===== config.mk =====
export PLATFORM = sky130hd
export DESIGN_NAME = vending_multi_ctrl
export DESIGN_NICKNAME = d
export VERILOG_FILES = /design/src/rtl/vending_pkg.sv /design/src/rtl/vend_timeout_timer.sv /design/src/rtl/vending_multi_ctrl.sv
export SDC_FILE = /design/constraint.sdc
export NUM_CORES = 1
export LEC_CHECK = 0
export ABC_CLOCK_PERIOD_IN_PS = 6000
export CORE_MARGIN = 3
export CORE_UTILIZATION = 39
export CTS_CLUSTER_SIZE = 40
export DETAILED_ROUTE_END_ITERATION = 10
export SLEW_MARGIN = 30
export SYNTH_ARGS = -nofsm -noshare
export SYNTH_HDL_FRONTEND = slang
export SYNTH_SLANG_ARGS = --single-unit
export TNS_END_PERCENT = 30

===== constraint.sdc =====
create_clock -name clk -period 6 [get_ports clk]
set_input_delay 1.2 -clock clk [delete_from_list [all_inputs] [get_ports clk]]
set_output_delay 1.2 -clock clk [all_outputs]
set_load 0.005 [all_outputs]

===== src/rtl/vending_pkg.sv =====
// Shared vending controller types: FSM state encoding and one-hot push status codes.
package vending_pkg;

  typedef enum logic [1:0] {
    ST_IDLE     = 2'd0,
    ST_CREDIT   = 2'd1,
    ST_DISPENSE = 2'd2,
    ST_REFUND   = 2'd3
  } state_t;

  localparam logic [3:0] PUSH_IDLE       = 4'b1000;
  localparam logic [3:0] PUSH_ITEM_SEL   = 4'b0100;
  localparam logic [3:0] PUSH_DISPENSE   = 4'b0010;
  localparam logic [3:0] PUSH_REFUND_SIG = 4'b0001;

endpackage


===== src/rtl/vend_timeout_timer.sv =====
// Idle-cycle timer: counts enabled cycles without a clear and emits a one-cycle
// registered expire pulse so the consumer acts on the TIMEOUT_CYC-th idle cycle.
module vend_timeout_timer #(
  parameter int unsigned TIMEOUT_CYC = 1000
) (
  input  logic clk,
  input  logic reset,
  input  logic clr,
  input  logic en,
  output logic expire
);

  localparam int unsigned CNT_W = (TIMEOUT_CYC > 2) ? $clog2(TIMEOUT_CYC) : 1;
  localparam logic [CNT_W-1:0] CNT_FIRE = CNT_W'(TIMEOUT_CYC - 2);
  localparam logic [CNT_W-1:0] CNT_MAX  = CNT_W'(TIMEOUT_CYC - 1);

  logic [CNT_W-1:0] r_cnt;
  logic             r_expire;

  // Expire is registered one cycle early so it lines up with the final idle cycle.
  always_ff @(posedge clk) begin
    if (reset || !en || clr) begin
      r_cnt    <= '0;
      r_expire <= 1'b0;
    end else begin
      r_expire <= (r_cnt == CNT_FIRE);
      if (r_cnt != CNT_MAX) r_cnt <= r_cnt + CNT_W'(1);
    end
  end

  assign expire = r_expire;

endmodule


===== src/rtl/vending_multi_ctrl.sv =====
// Multi-item vending controller: saturating credit, per-item price/stock checks,
// dispense and change over valid/ready. Define VEND_MULTI_VEND_EN to keep leftover
// credit in CREDIT after a dispense instead of returning change immediately.
module vending_multi_ctrl
  import vending_pkg::*;
#(
  parameter  int unsigned N_ITEMS     = 4,
  parameter  int unsigned AMT_W       = 8,
  parameter  int unsigned TIMEOUT_CYC = 1000,
  localparam int unsigned IDX_W       = (N_ITEMS > 1) ? $clog2(N_ITEMS) : 1
) (
  input  logic                     clk,
  input  logic                     reset,
  input  logic                     coin_in,
  input  logic [AMT_W-1:0]         coin_value,
  input  logic [N_ITEMS*AMT_W-1:0] price,
  input  logic [N_ITEMS-1:0]       stock_empty,
  input  logic                     sel_valid,
  input  logic [IDX_W-1:0]         sel_item,
  input  logic                     cancel,
  output logic                     dispense_valid,
  output logic [IDX_W-1:0]         dispense_item,
  input  logic                     dispense_ready,
  output logic                     refund_valid,
  output logic [AMT_W-1:0]         refund_amt,
  input  logic                     refund_ready,
  output logic [AMT_W-1:0]         credit,
  output logic [3:0]               push,
  output logic                     coin_reject,
  output logic                     sel_err
);

  state_t           r_state;
  logic [AMT_W-1:0] r_credit;
  logic             r_dispense_valid;
  logic [IDX_W-1:0] r_dispense_item;
  logic             r_refund_valid;
  logic [AMT_W-1:0] r_refund_amt;
  logic [3:0]       r_push;
  logic             r_coin_reject;
  logic             r_sel_err;

  logic             w_expire;
  logic             w_sel_ok;
  logic [AMT_W-1:0] w_sel_price;
  logic [AMT_W:0]   w_sum;
  logic             w_coin_ovf;
  logic [AMT_W-1:0] w_credit_coin;
  logic             w_timeout;

  vend_timeout_timer #(.TIMEOUT_CYC(TIMEOUT_CYC)) u_timer (
    .clk    (clk),
    .reset  (reset),
    .clr    (coin_in | sel_valid),
    .en     (r_state == ST_CREDIT),
    .expire (w_expire)
  );

  // Out-of-range indices never match, so they fall out as refused selections.
  always_comb begin
    w_sel_ok    = 1'b0;
    w_sel_price = '0;
    for (int i = 0; i < N_ITEMS; i++) begin
      if (sel_item == IDX_W'(i)) begin
        w_sel_price = price[i*AMT_W +: AMT_W];
        w_sel_ok    = !stock_empty[i] && (r_credit >= price[i*AMT_W +: AMT_W]);
      end
    end
  end

  assign w_sum         = {1'b0, r_credit} + {1'b0, coin_value};
  assign w_coin_ovf    = w_sum[AMT_W];
  assign w_credit_coin = (coin_in && !w_coin_ovf) ? w_sum[AMT_W-1:0] : r_credit;
  assign w_timeout     = w_expire && !coin_in && !sel_valid;

  always_ff @(posedge clk) begin
    if (reset) begin
      r_state          <= ST_IDLE;
      r_credit         <= '0;
      r_dispense_valid <= 1'b0;
      r_dispense_item  <= '0;
      r_refund_valid   <= 1'b0;
      r_refund_amt     <= '0;
      r_push           <= PUSH_IDLE;
      r_coin_reject    <= 1'b0;
      r_sel_err        <= 1'b0;
    end else begin
      r_coin_reject <= 1'b0;
      r_sel_err     <= 1'b0;
      case (r_state)
        ST_IDLE: begin
          if (coin_in) begin
            r_credit <= coin_value;
            r_state  <= ST_CREDIT;
            r_push   <= PUSH_ITEM_SEL;
          end
        end
        ST_CREDIT: begin
          if (cancel || (!sel_valid && w_timeout)) begin
            r_coin_reject <= coin_in;
            if (r_credit != '0) begin
              r_state        <= ST_REFUND;
              r_push         <= PUSH_REFUND_SIG;
              r_refund_valid <= 1'b1;
              r_refund_amt   <= r_credit;
            end else begin
              r_state <= ST_IDLE;
              r_push  <= PUSH_IDLE;
            end
          end else if (sel_valid && w_sel_ok) begin
            r_coin_reject    <= coin_in;
            r_credit         <= r_credit - w_sel_price;
            r_dispense_item  <= sel_item;
            r_dispense_valid <= 1'b1;
            r_state          <= ST_DISPENSE;
            r_push           <= PUSH_DISPENSE;
          end else begin
            r_credit      <= w_credit_coin;
            r_coin_reject <= coin_in && w_coin_ovf;
            r_sel_err     <= sel_valid;
          end
        end
        ST_DISPENSE: begin
          r_coin_reject <= coin_in;
          if (dispense_ready) begin
            r_dispense_valid <= 1'b0;
            if (r_credit != '0) begin
`ifdef VEND_MULTI_VEND_EN
              r_state <= ST_CREDIT;
              r_push  <= PUSH_ITEM_SEL;
`else
              r_state        <= ST_REFUND;
              r_push         <= PUSH_REFUND_SIG;
              r_refund_valid <= 1'b1;
              r_refund_amt   <= r_credit;
`endif
            end else begin
              r_state <= ST_IDLE;
              r_push  <= PUSH_IDLE;
            end
          end
        end
        ST_REFUND: begin
          r_coin_reject <= coin_in;
          if (refund_ready) begin
            r_refund_valid <= 1'b0;
            r_refund_amt   <= '0;
            r_credit       <= '0;
            r_state        <= ST_IDLE;
            r_push         <= PUSH_IDLE;
          end
        end
        default: begin
          r_state <= ST_IDLE;
          r_push  <= PUSH_IDLE;
        end
      endcase
    end
  end

  assign dispense_valid = r_dispense_valid;
  assign dispense_item  = r_dispense_item;
  assign refund_valid   = r_refund_valid;
  assign refund_amt     = r_refund_amt;
  assign credit         = r_credit;
  assign push           = r_push;
  assign coin_reject    = r_coin_reject;
  assign sel_err        = r_sel_err;

endmodule


== Yosys cells after proc, flatten, opt, wreduce, memory -nomap -nowiden ==
Cells that the tools add are included.

* Flip-flop bits (word level): 39
* Latch bits: 0
* Memory bits (writable): 0
* Bits in read-only memories: 0
* Input port bits: 53
* Output and inout port bits: 26
* Word-level logic and storage cells: 115
* Memories: 0

* Add/subtract/negate cells: 3
* $mul: 0
* Divide/modulo/power cells: 0
* $lt $le $gt $ge: 4
* Equal/unequal tests: 16
* Shifts and indexed selects: 0
* Multiplexer cells: 44
* Bitwise operators: 3
* Reductions and logical operators: 34

{| class="wikitable"
|+ Operators with widths
! kind !! number
|-
| 8-bit two-way mux || 12
|-
| 8-bit one-hot mux with 3 select lines || 2
|-
| 8-bit >= comparator || 4
|-
| 4-bit two-way mux || 6
|-
| 4-bit one-hot mux with 4 select lines || 1
|-
| 1-bit two-way mux || 13
|-
| 2-bit two-way mux || 6
|-
| 2-bit != test, second input constant || 6
|-
| 4-bit AND reduction || 3
|-
| 10-bit by 1-bit adder with 10-bit output, second input constant || 1
|-
| 10-bit == test, second input constant || 1
|-
| 1-bit logical AND || 10
|-
| 10-bit != test, second input constant || 1
|-
| 8-bit by 8-bit adder with 9-bit output || 1
|-
| 2-bit == test, second input constant || 4
|-
| 1-bit zero test || 8
|-
| 2-bit one-hot mux with 4 select lines || 1
|-
| 8-bit nonzero test || 1
|-
| 8-bit subtractor || 1
|-
| 3-bit != test, second input constant || 2
|-
| 3-bit nonzero test || 2
|-
| 5-bit AND reduction || 1
|-
| 2-bit by 1-bit == test with 1-bit output, second input constant || 2
|-
| 2-bit zero test || 2
|-
| 9 further kinds || 13
|}

== Depth between registers and ports, before layout ==
* Word-level depth: 10
* Mapped depth: 12
* Depth with buffers taken out: 11

== Modules after synthesis ==
From an unflattened synthesis, not the netlist that was laid out.

* Cell total of the unflattened synthesis: 403
* Area, all modules: 3457.1 um2

{| class="wikitable"
|+ Modules (own cells, without submodules)
! module !! instances !! cells each !! area an instance (um2) !! sequential area each (um2)
|-
| vending_multi_ctrl || 1 || 342 || 2925.3 || 560.5
|-
| vend_timeout_timer || 1 || 61 || 531.8 || 220.2
|}

== Worst setup path before layout ==
No wires, ideal clock.

* Path kind: input port to flip-flop
* Start point: input port sel_item[1]
* End point: register r_credit[6], in the netlist credit[6]
* Library setup time: 0.124 ns
* Data arrival time: 3.411 ns
* Data required time: 5.876 ns
* Path slack: 2.466 ns
* Cell stages on the path: 12
* Buffers on the path: 1
* Cells stage by stage: buf_1 mux4_2 ha_1 inv_1 fa_1 a21o_1 a311o_1 a21oi_1 xor2_1 nor2_1 a22oi_1 a31oi_1

* Longest elaborated chain between the ends: 9
* Elaborated cells between the ends (all ways): 19
* Classes of those cells: add/sub: 1; eq/ne: 4; mux: 11; reduce/logical: 3

{| class="wikitable"
|+ RTL lines
! item !! line !! source
|-
| start: declaration || vending_multi_ctrl.sv:19 || <nowiki>input logic [IDX_W-1:0] sel_item,</nowiki>
|-
| 2-bit zero test || vending_multi_ctrl.sv:64 || <nowiki>if (sel_item == IDX_W'(i)) begin</nowiki>
|-
| 8-bit two-way mux / 1-bit two-way mux (equally long branches) (4 in series) || vending_multi_ctrl.sv:64 ||
|-
| 8-bit subtractor / 1-bit logical AND (equally long branches) || vending_multi_ctrl.sv:112, vending_multi_ctrl.sv:110 ||
|-
| 8-bit two-way mux || vending_multi_ctrl.sv:110 || <nowiki>end else if (sel_valid && w_sel_ok) begin</nowiki>
|-
| 8-bit two-way mux || vending_multi_ctrl.sv:99 || <nowiki>if (cancel || (!sel_valid && w_timeout)) begin</nowiki>
|-
| 8-bit one-hot mux with 3 select lines || vending_multi_ctrl.sv:90 || <nowiki>case (r_state)</nowiki>
|-
| end signal: assignment || vending_multi_ctrl.sv:93 || <nowiki>r_credit <= coin_value;</nowiki>
|-
| end signal: assignment || vending_multi_ctrl.sv:112 || <nowiki>r_credit <= r_credit - w_sel_price;</nowiki>
|-
| end signal: assignment || vending_multi_ctrl.sv:118 || <nowiki>r_credit <= w_credit_coin;</nowiki>
|-
| end: declaration || vending_multi_ctrl.sv:34 || <nowiki>logic [AMT_W-1:0] r_credit;</nowiki>
|}

Parallel ways exist; a longest one is shown, timed or not. The select of a mux whose other input is x is not followed.
A chain may end at the register's enable or synchronous reset.

== Final worst setup path ==
* Start point: input port sel_item[0]
* End point: register r_credit[6], in the netlist credit[6]

The elaborated chain is that of the path after synthesis.

==> out/results.txt <==
Syn Nets -> 514
Post-synthesis cell area -> 3500 um2
FF-to-FF path depth -> 10
Overflow after GRT -> 0
Synthesis Warnings -> 0
Mean Syn Cell Area -> 8.64 um2
Sw frac -> 45.5%
Power Density -> 369 nW/um2
Worst-path fanout max -> 15
CTS tree -> done
Clock power share -> 10.5%
Crit Path Category -> primary input to flip-flop
Post-synthesis sequential element count -> 39
Input/output buffers -> 78
Seq/Total Area, Yosys -> 22.3%
Number of synthesized flops with an enable pin -> 0
Peak VDD IR -> 0.153 mV
Cell taking the most area after synthesis -> dfxtp_1
Skew final -> 0.0128 ns
ANT cells -> 0
Total core area -> 8460 um2
Via density -> 5.51
Die extent in y -> 101 um
Measured slew at the worst slew-check pin -> 0.766 ns
Die ar. -> 10100 um2
Initial antenna violation count -> 0
CP Data Arrival Time -> 4.31 ns
Outcome -> completed
Hold depth -> 2
Post-CTS Hold Buffers -> 0
Max-cap violations -> 0
Post-route DRC -> 0
Max Slew Vio Count -> 0
Setup TNS -> 0 ns
CTS Buf Count -> 5
Synth top area share -> 22.3%
Ys flop type -> dfxtp_1
Final setup fails -> 0
Resized Gates After CTS -> 0
Hold Crit Class -> flip-flop to flip-flop
Largest net degree at the start of global routing -> 30
Grt met2 use -> 30.0%
Crit path time final -> 4.17 ns
Post-Place Worst Slack -> 1.51 ns
Register area -> 781 um2
Internal power -> 0.893 mW
CTS Root Cell -> clkbuf_8
Synth Instances -> 405
Met1 Use GR -> 28.6%
Detailed Route Iter0 Violations -> 102
Area Overhead vs Synth -> 26.9%
Gr usage total -> 19.7%
Vias in the first global route -> 3077
Max Fclk -> 240 MHz
Flop pwr share -> 27.4%
Clk sinks -> 39
Psw -> 0.747 mW
Ys async rst share -> 0%
H-tree Lvls -> 2
Final WL -> 9960 um
Fillers -> 780
DPL Wire Length -> 7710 um
Die Wd -> 101 um
Final ANT Viol Nets -> 0
Worst Slack Setup Final -> 1.83 ns
Post-DP Area -> 4360 um2
Cell variety after synth -> 54
CP Capture Type -> flip-flop
Area of the multi-input gates -> 2480 um2
Detailed Routing Iterations Pass 1 -> 5
Clock tree buffer depth -> 2
Met3 Usage GRT -> 3.46%
Postcts setup bufs -> 0
First-pass GRT wire length -> 15800 um
Tcrit/Tclk final -> 69.4%
Endpoints failing hold -> 0
Final std cells w/o fill -> 586
Slew HR -> 48.8%
Clock-pin slew on the worst setup and hold paths -> 0.08 ns
P_leak -> 1.95 nW
Layout cell share with drive strength beyond 1 -> 5.82%
Row count -> 33
Startpoint Class -> primary input
Via count -> 3231
Nets -> 589
Combinational share of power -> 62.0%
# placed instances -> 578
Clock latency on the worst-skew pair -> 0.30 ns
RSZ-0062 raised after global routing -> false
Initial core utilization -> 41.4%
Top post-synthesis cells by area -> dfxtp_1 (22%), ha_1 (19%), mux4_2 (5.1%)
Wire per inst -> 17.0 um
Io pins -> 79
Design area -> 4440 um2
Layer with the highest usage -> met2
CP required -> 6.15 ns
RePlAce Congestion -> 0.862
## cells in the mapped netlist, drive strengths merged, types with 2 or more instances
master  count
inv        47
nand4       7
nor3        7
mux4        8
a211oi     13
a22oi      15
nor4        2
nand3       7
a311o       3
a31oi       6
ha         54
o211ai      6
o21bai      2
xnor2       7
nand3b      3
xor2        9
mux2i      11
clkbuf      5
and2        3
nor3b       3
nor2       43
a21oi      25
and4b       2
buf         6
or3         5
o21ai      16
nand2b      4
or2         3
o21a        2
a21o        6
o311a       2
nand2      15
dfxtp      39
nor2b       4
fa          2
and4        2
## sequential cells by signal, summed over array words and instances, names as in the netlist
signal / count
dispense_item: 2
sel_err: 1
coin_reject: 1
u_timer.expire: 1
u_timer.r_cnt: 10
credit: 8
push: 4
refund_amt: 8
r_state: 2
dispense_valid: 1
refund_valid: 1
## through the flow
stage	hold slack [ns]	utilization, %	power, mW
finish	0.470	52.5	1.64
global route	0.507	52.5	1.80
CTS	0.471	52.5	1.65
detailed placement	0.463	51.5	1.47
global placement	0.462	51.5	1.44
floorplan	0.436	-	1.13
## routing by layer
layer / share of wire, % / vias to the layer above
li1: - / 1627
met1: 50 / 1504
met2: 43 / 88
met3: 5.3 / 12
met4: 1.8 / 0
met5: 0 / -
## cells by family (layout without fill, tap and decap cells)
| kind of cell | after synthesis | in the layout | synth area share (%) |
|---|---|---|---|
| AOI/OAI and AO/OA | 103 | 103 | 21.2 |
| xor gates and xnor gates | 16 | 16 | 4.00 |
| adders and majority gates | 56 | 56 | 20.4 |
| buffers and inverters | 58 | 134 | 6.72 |
| DFF | 39 | 39 | 22.3 |
| muxes | 20 | 20 | 8.61 |
| and+or+nand+nor | 113 | 113 | 16.7 |
## final cells by class
| cell class | count | share of cell area, % |
|---|---|---|
| clock buffer | 7 | 1.72 |
| clock inverter | 1 | 0.113 |
| inverter | 47 | 3.97 |
| multi-input combinational | 308 | 55.9 |
| sequential | 39 | 17.6 |
| tap | 105 | 2.96 |
| timing repair buffer | 79 | 17.7 |
## cells in the final DEF, fill, tap and decap left out, types with 3 or more instances in the layout
master and instances:
clkdlybuf4s50_1 78, a21o_1 6, nand4_1 7, and2_1 3, a31oi_1 6, a311o_1 3, dfxtp_1 39, inv_1 47
or3_1 5, nand3_1 6, nand3b_1 3, ha_1 54, a22oi_1 15, o21ai_0 13, nand2b_1 4, o211ai_1 6
nor3b_1 3, mux2i_1 11, a211oi_1 8, a211oi_2 4, xor2_1 9, xnor2_1 7, o21ai_1 3, clkbuf_8 5
nor2b_1 4, nor3_1 7, a21oi_1 25, mux4_2 8, nor2_1 43, nand2_1 15
## power groups by stage
stage / registers, mW / logic [mW] / clock network [mW]
final: 0.450 / 1.02 / 0.173
after global routing: 0.461 / 1.15 / 0.190
after CTS: 0.451 / 1.02 / 0.178
after detailed placement: 0.456 / 1.01 / 0
after global placement: 0.452 / 0.992 / 0
after floorplan: 0.395 / 0.731 / 0
## path summary, 6_finish.rpt
check	from	endpoint	slack [ns]
worst max-delay path	sel_item[0]	credit[6]	1.83
worst max register to register	credit[0]	credit[1]	2.79
worst min register to register	u_timer.r_cnt[2]	u_timer.expire	0.47
worst min-delay path	u_timer.r_cnt[2]	u_timer.expire	0.47
## critical path, stage by stage
cell and delay [ns]:
clkdlybuf4s50_1 0.97, mux4_2 0.36, ha_1 0.13, inv_1 0.06, fa_1 0.39, a21o_1 0.21
a311o_1 0.35, a21oi_1 0.17, xor2_1 0.16, nor2_1 0.06, a22oi_1 0.14, a31oi_1 0.11
(Power assumes the default switching activity.)
